$ cat config.mk
export PLATFORM = sky130hd
export DESIGN_NAME = wbn_arb_flat
export DESIGN_NICKNAME = d
export VERILOG_FILES = /design/src/rtl/wbn_arb_if.sv /design/src/rtl/wbn_arb.sv /design/src/flat_wrapper.sv
export SDC_FILE = /design/constraint.sdc
export NUM_CORES = 1
export LEC_CHECK = 0
export CAP_MARGIN = 20
export CELL_PAD_IN_SITES_DETAIL_PLACEMENT = 1
export CELL_PAD_IN_SITES_GLOBAL_PLACEMENT = 1
export CORE_MARGIN = 8
export CORE_UTILIZATION = 10
export DETAILED_ROUTE_END_ITERATION = 7
export PLACE_DENSITY = 0.87
export SYNTH_ARGS = -nofsm -noshare
export SYNTH_HDL_FRONTEND = slang
export SYNTH_SLANG_ARGS = --single-unit
$ cat constraint.sdc
create_clock -name clk -period 1.25 [get_ports clk]
set_input_delay 0.375 -clock clk [delete_from_list [all_inputs] [get_ports clk]]
set_output_delay 0.375 -clock clk [all_outputs]
set_load 0.03 [all_outputs]
$ cat src/rtl/wbn_arb_if.sv
// -----------------------------------------------------------------------------
// wbn_arb_if
// Bundle of every bus signal around the wbn_arb round-robin arbiter: the MN
// packed Wishbone master ports, the single shared slave port and the grant
// status. Master i occupies bit i or slice [i*W +: W] of the m_* vectors.
//
// Modports:
//   master : the surrounding system. It drives the master requests and the
//            shared-port responses, and observes the terminations, the
//            shared-port request and the grant status.
//   slave  : the arbiter itself. It is the slave of the MN masters and
//            drives the shared port.
// -----------------------------------------------------------------------------
interface wbn_arb_if #(
  parameter int AW = 32,
  parameter int DW = 32,
  parameter int SW = DW / 8,
  parameter int MN = 2
);
  localparam int GW = $clog2(MN);

  // per-master request side
  logic [MN-1:0]    m_cyc;
  logic [MN-1:0]    m_we;
  logic [MN-1:0]    m_stb;
  logic [MN*AW-1:0] m_adr;
  logic [MN*SW-1:0] m_sel;
  logic [MN*DW-1:0] m_dat_w;
  // per-master response side (read data is broadcast)
  logic [DW-1:0]    m_dat_r;
  logic [MN-1:0]    m_ack;
  logic [MN-1:0]    m_err;
  logic [MN-1:0]    m_rty;
  // shared slave port
  logic             s_cyc;
  logic             s_we;
  logic             s_stb;
  logic [AW-1:0]    s_adr;
  logic [SW-1:0]    s_sel;
  logic [DW-1:0]    s_dat_w;
  logic [DW-1:0]    s_dat_r;
  logic             s_ack;
  logic             s_err;
  logic             s_rty;
  // grant status
  logic [GW-1:0]    gnt;
  logic             gnt_vld;

  modport master (
    output m_cyc, m_we, m_stb, m_adr, m_sel, m_dat_w,
    input  m_dat_r, m_ack, m_err, m_rty,
    input  s_cyc, s_we, s_stb, s_adr, s_sel, s_dat_w,
    output s_dat_r, s_ack, s_err, s_rty,
    input  gnt, gnt_vld
  );

  modport slave (
    input  m_cyc, m_we, m_stb, m_adr, m_sel, m_dat_w,
    output m_dat_r, m_ack, m_err, m_rty,
    output s_cyc, s_we, s_stb, s_adr, s_sel, s_dat_w,
    input  s_dat_r, s_ack, s_err, s_rty,
    output gnt, gnt_vld
  );
endinterface

$ cat src/rtl/wbn_arb.sv
// -----------------------------------------------------------------------------
// wbn_arb
// Round-robin arbiter sharing one Wishbone 3 slave (normally wbn2apb) between
// MN masters. A grant is held for the owner's whole bus cycle (cyc high); the
// owner's request is muxed onto the shared port and the termination is routed
// back to the owner only. Read data is broadcast to every master.
//
// Parameters: AW address width, DW data width, SW byte-select width,
//             MN number of masters (2..8), TO watchdog limit in cycles.
// Ports:      clk  clock
//             rst  synchronous active-high reset
//             bus  wbn_arb_if.slave (master ports, shared port, gnt/gnt_vld)
//
// Optional feature macro: WBN_ARB_TIMEOUT_EN
//   When defined, a watchdog ends a stalled strobe after TO cycles with a
//   one-cycle error to the owner (state TOUT). When undefined, a stalled slave
//   holds the grant indefinitely.
// -----------------------------------------------------------------------------
module wbn_arb #(
  parameter int AW = 32,
  parameter int DW = 32,
  parameter int SW = DW / 8,
  parameter int MN = 2,
  parameter int TO = 16
) (
  input logic      clk,
  input logic      rst,
  wbn_arb_if.slave bus
);
  localparam int GW = $clog2(MN);

  if (MN < 2 || MN > 8 || TO < 1) begin : g_param_chk
    $error("wbn_arb: MN must be 2..8 and TO at least 1");
  end

`ifdef WBN_ARB_TIMEOUT_EN
  localparam int CW = $clog2(TO + 1);
  typedef enum logic [1:0] {
    ST_IDLE = 2'd0,
    ST_BUSY = 2'd1,
    ST_TOUT = 2'd2
  } state_t;
  logic [CW-1:0] cnt_r;
`else
  typedef enum logic [1:0] {
    ST_IDLE = 2'd0,
    ST_BUSY = 2'd1
  } state_t;
`endif

  state_t        state_r;
  logic [GW-1:0] gnt_r;
  logic [GW-1:0] last_r;
  logic          gnt_vld_r;

  logic [GW-1:0] nxt_gnt_s;
  logic          nxt_found_s;
  logic [GW-1:0] cand_s;
  logic          hit_s;
  logic          cur_cyc_s;
  logic          cur_stb_s;
  logic          term_s;

  assign cur_cyc_s   = bus.m_cyc[gnt_r];
  assign cur_stb_s   = bus.m_stb[gnt_r];
  assign term_s      = bus.s_ack | bus.s_err | bus.s_rty;
  assign bus.gnt     = gnt_r;
  assign bus.gnt_vld = gnt_vld_r;

  // Round-robin search: first requester upward from last_r+1, wrapping.
  always_comb begin
    nxt_found_s = 1'b0;
    nxt_gnt_s   = '0;
    cand_s      = '0;
    hit_s       = 1'b0;
    for (int k = 1; k <= MN; k++) begin
      cand_s      = GW'((int'(last_r) + k) % MN);
      hit_s       = bus.m_cyc[cand_s] & ~nxt_found_s;
      nxt_gnt_s   = hit_s ? cand_s : nxt_gnt_s;
      nxt_found_s = nxt_found_s | hit_s;
    end
  end

  // Shared-port request mux and termination routing to the owner only.
  always_comb begin
    bus.s_cyc   = 1'b0;
    bus.s_we    = 1'b0;
    bus.s_stb   = 1'b0;
    bus.s_adr   = '0;
    bus.s_sel   = '0;
    bus.s_dat_w = '0;
    bus.m_ack   = '0;
    bus.m_err   = '0;
    bus.m_rty   = '0;
    bus.m_dat_r = bus.s_dat_r;
    case (state_r)
      ST_BUSY: begin
        bus.s_cyc          = cur_cyc_s;
        bus.s_we           = bus.m_we[gnt_r];
        bus.s_stb          = cur_stb_s;
        bus.s_adr          = bus.m_adr[int'(gnt_r)*AW +: AW];
        bus.s_sel          = bus.m_sel[int'(gnt_r)*SW +: SW];
        bus.s_dat_w        = bus.m_dat_w[int'(gnt_r)*DW +: DW];
        bus.m_ack[gnt_r]   = bus.s_ack;
        bus.m_err[gnt_r]   = bus.s_err;
        bus.m_rty[gnt_r]   = bus.s_rty;
      end
`ifdef WBN_ARB_TIMEOUT_EN
      // Watchdog fired: shared port released, slave response ignored.
      ST_TOUT: begin
        bus.m_err[gnt_r] = 1'b1;
      end
`endif
      default: begin
        bus.s_cyc = 1'b0;
      end
    endcase
  end

  // Arbitration FSM with registered grant outputs.
  always_ff @(posedge clk) begin
    if (rst) begin
      state_r   <= ST_IDLE;
      gnt_r     <= '0;
      gnt_vld_r <= 1'b0;
      last_r    <= GW'(MN - 1);   // master 0 wins the first tie
`ifdef WBN_ARB_TIMEOUT_EN
      cnt_r     <= '0;
`endif
    end else begin
      case (state_r)
        ST_IDLE: begin
`ifdef WBN_ARB_TIMEOUT_EN
          cnt_r <= '0;
`endif
          if (nxt_found_s) begin
            state_r   <= ST_BUSY;
            gnt_r     <= nxt_gnt_s;
            last_r    <= nxt_gnt_s;
            gnt_vld_r <= 1'b1;
          end else begin
            state_r   <= ST_IDLE;
            gnt_vld_r <= 1'b0;
          end
        end
        ST_BUSY: begin
          // Release always wins; the shared port then sees one idle cycle.
          if (!cur_cyc_s) begin
            state_r   <= ST_IDLE;
            gnt_vld_r <= 1'b0;
`ifdef WBN_ARB_TIMEOUT_EN
            cnt_r     <= '0;
          end else if (!cur_stb_s || term_s) begin
            cnt_r <= '0;
          end else if (cnt_r == CW'(TO - 1)) begin
            // The count reaches TO on this edge: the next cycle is TOUT.
            state_r <= ST_TOUT;
            cnt_r   <= '0;
          end else begin
            cnt_r <= cnt_r + CW'(1);
`endif
          end else begin
            state_r <= ST_BUSY;
          end
        end
`ifdef WBN_ARB_TIMEOUT_EN
        ST_TOUT: begin
          cnt_r <= '0;
          if (cur_cyc_s) begin
            state_r <= ST_BUSY;
          end else begin
            state_r   <= ST_IDLE;
            gnt_vld_r <= 1'b0;
          end
        end
`endif
        default: begin
          state_r   <= ST_IDLE;
          gnt_vld_r <= 1'b0;
        end
      endcase
    end
  end
endmodule
$ cat src/flat_wrapper.sv
// flat-port wrapper written by rule: the top's interface ports become plain ports
module wbn_arb_flat 
#(
  parameter int AW = 32,
  parameter int DW = 32,
  parameter int SW = DW / 8,
  parameter int MN = 2,
  parameter int TO = 16
)
  (clk, rst, bus_m_cyc, bus_m_we, bus_m_stb, bus_m_adr, bus_m_sel, bus_m_dat_w, bus_m_dat_r, bus_m_ack, bus_m_err, bus_m_rty, bus_s_cyc, bus_s_we, bus_s_stb, bus_s_adr, bus_s_sel, bus_s_dat_w, bus_s_dat_r, bus_s_ack, bus_s_err, bus_s_rty, bus_gnt, bus_gnt_vld);
  wbn_arb_if #(.AW(AW), .DW(DW), .SW(SW), .MN(MN)) bus_i ();
  input logic clk;
  input logic rst;
  input wire logic [$bits(bus_i.m_cyc)-1:0] bus_m_cyc;
  input wire logic [$bits(bus_i.m_we)-1:0] bus_m_we;
  input wire logic [$bits(bus_i.m_stb)-1:0] bus_m_stb;
  input wire logic [$bits(bus_i.m_adr)-1:0] bus_m_adr;
  input wire logic [$bits(bus_i.m_sel)-1:0] bus_m_sel;
  input wire logic [$bits(bus_i.m_dat_w)-1:0] bus_m_dat_w;
  output wire logic [$bits(bus_i.m_dat_r)-1:0] bus_m_dat_r;
  output wire logic [$bits(bus_i.m_ack)-1:0] bus_m_ack;
  output wire logic [$bits(bus_i.m_err)-1:0] bus_m_err;
  output wire logic [$bits(bus_i.m_rty)-1:0] bus_m_rty;
  output wire logic [$bits(bus_i.s_cyc)-1:0] bus_s_cyc;
  output wire logic [$bits(bus_i.s_we)-1:0] bus_s_we;
  output wire logic [$bits(bus_i.s_stb)-1:0] bus_s_stb;
  output wire logic [$bits(bus_i.s_adr)-1:0] bus_s_adr;
  output wire logic [$bits(bus_i.s_sel)-1:0] bus_s_sel;
  output wire logic [$bits(bus_i.s_dat_w)-1:0] bus_s_dat_w;
  input wire logic [$bits(bus_i.s_dat_r)-1:0] bus_s_dat_r;
  input wire logic [$bits(bus_i.s_ack)-1:0] bus_s_ack;
  input wire logic [$bits(bus_i.s_err)-1:0] bus_s_err;
  input wire logic [$bits(bus_i.s_rty)-1:0] bus_s_rty;
  output wire logic [$bits(bus_i.gnt)-1:0] bus_gnt;
  output wire logic [$bits(bus_i.gnt_vld)-1:0] bus_gnt_vld;
  assign bus_i.m_cyc = bus_m_cyc;
  assign bus_i.m_we = bus_m_we;
  assign bus_i.m_stb = bus_m_stb;
  assign bus_i.m_adr = bus_m_adr;
  assign bus_i.m_sel = bus_m_sel;
  assign bus_i.m_dat_w = bus_m_dat_w;
  assign bus_m_dat_r = bus_i.m_dat_r;
  assign bus_m_ack = bus_i.m_ack;
  assign bus_m_err = bus_i.m_err;
  assign bus_m_rty = bus_i.m_rty;
  assign bus_s_cyc = bus_i.s_cyc;
  assign bus_s_we = bus_i.s_we;
  assign bus_s_stb = bus_i.s_stb;
  assign bus_s_adr = bus_i.s_adr;
  assign bus_s_sel = bus_i.s_sel;
  assign bus_s_dat_w = bus_i.s_dat_w;
  assign bus_i.s_dat_r = bus_s_dat_r;
  assign bus_i.s_ack = bus_s_ack;
  assign bus_i.s_err = bus_s_err;
  assign bus_i.s_rty = bus_s_rty;
  assign bus_gnt = bus_i.gnt;
  assign bus_gnt_vld = bus_i.gnt_vld;
  wbn_arb #(.AW(AW), .DW(DW), .SW(SW), .MN(MN), .TO(TO)) u_core (.clk(clk), .rst(rst), .bus(bus_i));
endmodule
# --- Word-level counts from Yosys, hierarchy flattened ---
# Cells that the tools add are included.
word_totals:
  regBits: 5
  wordCells: 53
  in_bits: 179
  output_inout_bits: 111
op_classes:
  n_reduce_logical: 3
  shift: 3
  addsub: 2
  bitwise_logic: 6
  muxes: 29
  order_cmp: 4
  n_eq_ne: 2
ops:
  columns: ["op", "count"]
  rows:
  - ["$shiftx 64x7->32", 2]
  - ["$mux 32", 2]
  - ["$mux 1", 20]
  - ["$shiftx 8x4->4", 1]
  - ["$and 2x2->2", 3]
  - ["$lt 1x2->1 const B", 3]
  - ["$mux 2", 3]
  - ["$mux 4", 1]
  - ["$pmux 2 s2", 1]
  - ["$add 1x1->1 const B", 2]
  - ["$eq 2x1->1 const B", 1]
  - ["$logic_not 2->1", 1]
  - ["$ne 2x2->1 const B", 1]
  - ["$pmux 1 s2", 1]
  - ["$reduce_and 2->1", 1]
  - ["$and 1x1->1", 1]
  - ["$demux 1 s1", 1]
  - ["$ge 1x1->1 const B", 1]
  - ["$logic_and 1x1->1", 1]
  - ["$not 1->1", 1]
  - ["$or 1x1->1", 1]

# --- Depth between registers and ports, before layout ---
logic_depth:
  depth_word: 8
  depth_mapped: 5
  depth_no_buf: 3

# --- Worst setup path before layout ---
# OpenSTA, ideal clock, no wires.
synth_path:
  path_type: "register to output"
  start: "register u_core.gnt_r, in the netlist u_core.bus.gnt"
  end: "output bus_s_adr[19]"
  t_arrival_ns: 1.420
  path_stages_with_launch: 6
  path_slack_ns: -0.545
  cell_sequence: "dfxtp_1 buf_6 buf_12 buf_12 mux2i_1 nor2_1"
synth_via:
  elab_chain_cells: 2
synth_rtl:
  columns: ["element", "line", "source"]
  rows:
  - ["from (decl)", "wbn_arb.sv:52", "logic [GW-1:0] gnt_r;"]
  - ["from (signal assigned)", "wbn_arb.sv:138", "gnt_r <= nxt_gnt_s;"]
  - ["$shiftx 64x7->32", "wbn_arb.sv:101", "bus.s_adr = bus.m_adr[int'(gnt_r)*AW +: AW];"]
  - ["$mux 32", "wbn_arb.sv:96", "case (state_r)"]
  - ["to (decl)", "flat_wrapper.sv:27", "output wire logic [$bits(bus_i.s_adr)-1:0] bus_s_adr;"]
# Every way passes these cells.

# --- Worst setup path in the final report ---
layout_path:
  start: "register u_core.gnt_r, in the netlist u_core.bus.gnt"
  end: "output bus_s_dat_w[5]"
layout_via:
  elab_chain_cells: 2
layout_rtl:
  columns: ["element", "line", "source"]
  rows:
  - ["$shiftx 64x7->32", "wbn_arb.sv:103", "bus.s_dat_w = bus.m_dat_w[int'(gnt_r)*DW +: DW];"]
  - ["$mux 32", "wbn_arb.sv:96", null]
  - ["to (decl)", "flat_wrapper.sv:29", "output wire logic [$bits(bus_i.s_dat_w)-1:0] bus_s_dat_w;"]
# Every way passes these cells.

==> results.toml <==
[timing]
setup_viol = 78
max_freq_mhz = 565.8
worst_pin_slew_ns = 0.2899
setup_tns_ns = -35.29
finalHoldViolCount = 0
fin_crit_ns = 1.768
fin_crit_sh_pct = 141.4
rsz0062_at_grt = "true"
maxSlewViolCount = 0
fin_skew_ns = 0.001494
finalWorstSetupSlack_ns = -0.5175
relSlewSlack_pct = 80.68

[floorplanning]
die_h_um = 141.9
core_um2 = 15660
die_w_um = 141.9
fp.dieArea_um2 = 20120
rows = 46
io_pins = 290
start_util_pct = 10.12

[synthesis]
yosys.area_share.simple_pct = 21.41
synth_seq_area_share_pct = 5.055
synth_adder_area_share_pct = 0
synthXorXnorAreaFrac_pct = 0
syn_area_um2 = 1584
muxShareOfSynthArea_pct = 44.87
yosysTopAreaCellShare_pct = 44.87
synth-seq-cells = 4
synth_fp_nets = 392
ys_types = 21
synth_top_cell_by_area = "mux2i_1"
synth_top_family_by_area = "multiplexers"
ys_warn_count = 0
synthCells = 213
syn_avg_cell_area_um2 = 7.437
synth_compound_area_share_pct = 2.133
synth_area_leaders = "mux2i_1, nor2_1, buf_4, buf_12, dfxtp_1"

[grt]
grt-ovfl-total = 0
grt_pass1_vias = 2727
grt_pass1_wl_um = 15470
grt_util_all_layers_pct = 9.753
grt_max_degree = 41
antenna_found_initial = 0

[power_and_ir_drop]
comb_power_share_pct = 76.6
total_power_mw = 2.854
p_leak_nw = 1.740
clkPwrFrac_pct = 18.2
power.share.switching_pct = 39.00
powerDensity_nw_per_um2 = 596.8
switchingPower_mw = 1.113
sequentialPowerShare_pct = 5.3
internal_power_mw = 1.741
ir_worst_vdd_mv = 0.7622

[route]
drt_first_pass_iters = 2
wl_per_cell_um = 17.44
drcViolationCount = 0
ant_nets = 0
drtIter0Drc = 30
vias = 2308
drt_wl_total_um = 11020
routed_via_density = 3.652

[run_status]
status = "complete, but fails checks"
violations = "setup timing"

[layout]
finalInstanceArea_um2 = 4782
syn_to_final_growth_pct = 201.9
fin_nets = 596
drive_gt1_share_pct = 55.05
final_util_pct = 30.55
final_common_cell = "clkdlybuf4s50_1"
final_cell_mix = "clkdlybuf4s50_1, nor2_2, buf_6, buf_4"
diodes = 0
fillers = 1788

[setup_path]
cpPeakStageDelay_ns = 0.36
crit_path_start_kind = "flip-flop"
cp.arrival_ns = 1.39
path_class = "reg -> out"
rr_worst_depth = 5
crit_path_end_kind = "output port"
cp_slowest_cell = "dfxtp_4"
crit_path_cell_trace = "buf_12 > clkbuf_16 > mux2i_2 > nor2_2 > buf_6"
required_ns = 0.88
crit_path_max_fanout = 6

[placed_design]
dpl_cell_area_um2 = 3909
portBuffers = 225
dp_hpwl_um = 8732
pre_cts_slack_ns = -0.5592
gp_congestion = 0.8355

[clock_tree]
htree_levels = 1
cts_tree = "built"
clockRootBuffer = "clkbuf_16"
clock_latency_ns = 0.23
clkTransAtPathRegs_ns = 0.03
clockBufferDepth = 2
cts_num_sinks = 4
cts_inserted_buffers = 3

[worst_hold_path]
hold_depth = 2
min_path_type = "reg -> reg"

[job]
maxCapViolations = 0
==> Yosys cell counts, drive strengths merged <==
cell	n
nor2	74
mux2i	71
buf	45
clkbuf	4
dfxtp	4
and2	3
and3	3
nand2b	2
a211o	1
a211oi	1
a32oi	1
inv	1
nand2	1
nor3b	1
o32ai	1
==> layer usage <==
metal,global-route usage (%),wire (um),vias to the layer above
met4,1.470,84,0
met5,0,0,-
met2,20.21,6499,108
met1,9.467,3688,1100
li1,-,-,1092
met3,2.520,747,8
==> logic make-up after synthesis <==
kind of cell | count (synthesis)
AO/OA/AOI/OAI | 4
buffers and inverters | 50
flip-flops | 4
multiplexers | 71
AND/OR/NAND/NOR | 84
==> per-stage QoR <==
step	hold slack [ns]	std cells
finish	0.5074	632
global placement	0.4697	619
detailed placement	0.5017	619
CTS	0.5100	630
global route	0.5606	632
floorplan	0.4377	213
==> power groups by stage <==
stage | sequential (mW) | combinational (mW) | clock, mW
3_3_place_gp | 0.164 | 1.70 | 0
5_1_grt | 0.152 | 2.29 | 0.541
4_1_cts | 0.151 | 1.95 | 0.525
2_1_floorplan | 0.158 | 1.09 | 0
3_5_place_dp | 0.165 | 1.74 | 0
6_report | 0.151 | 2.18 | 0.518
==> state kept, by name (all words and copies together) (netlist names) <==
| register | cells |
|---|---|
| u_core.bus.gnt | 1 |
| u_core.bus.gnt_vld | 1 |
| u_core.state_r | 1 |
| u_core.last_r | 1 |
==> worst paths after layout <==
| kind | startpoint | end | slack [ns] |
|---|---|---|---|
| hold / removal | u_core.bus.gnt_vld | u_core.bus.gnt_vld | 0.51 |
| hold reg to reg | u_core.bus.gnt_vld | u_core.bus.gnt_vld | 0.51 |
| setup / recovery | u_core.bus.gnt | bus_s_dat_w[5] | -0.52 |
| setup reg to reg | u_core.bus.gnt | u_core.state_r[0] | 0 |
==> critical path, delay by kind of cell, from the launching register on <==
family | cells | cell delay (ns)
buf+inv | 3 | 0.49
flops | 1 | 0.36
mux | 1 | 0.23
simple gates | 1 | 0.07
==> layout make-up <==
cell class / instances / area (um^2) / area share [%]
timing repair buffer: 248 / 2640 / 55.21
clock buffer: 4 / 78.83 / 1.648
inverter: 1 / 6.256 / 0.1308
sequential: 4 / 83.83 / 1.753
tap: 216 / 270.3 / 5.651
multi-input combinational: 159 / 1703 / 35.61
==> what timing repair did <==
action	4_1_cts	5_1_grt
hold buffers	0	0
buffers inserted	5	0
gates resized for setup	66	73
cloned	2	2
pin swaps	1	6
setup endpoints to repair	81	80
No activity file was read; power rests on OpenSTA's default activity.
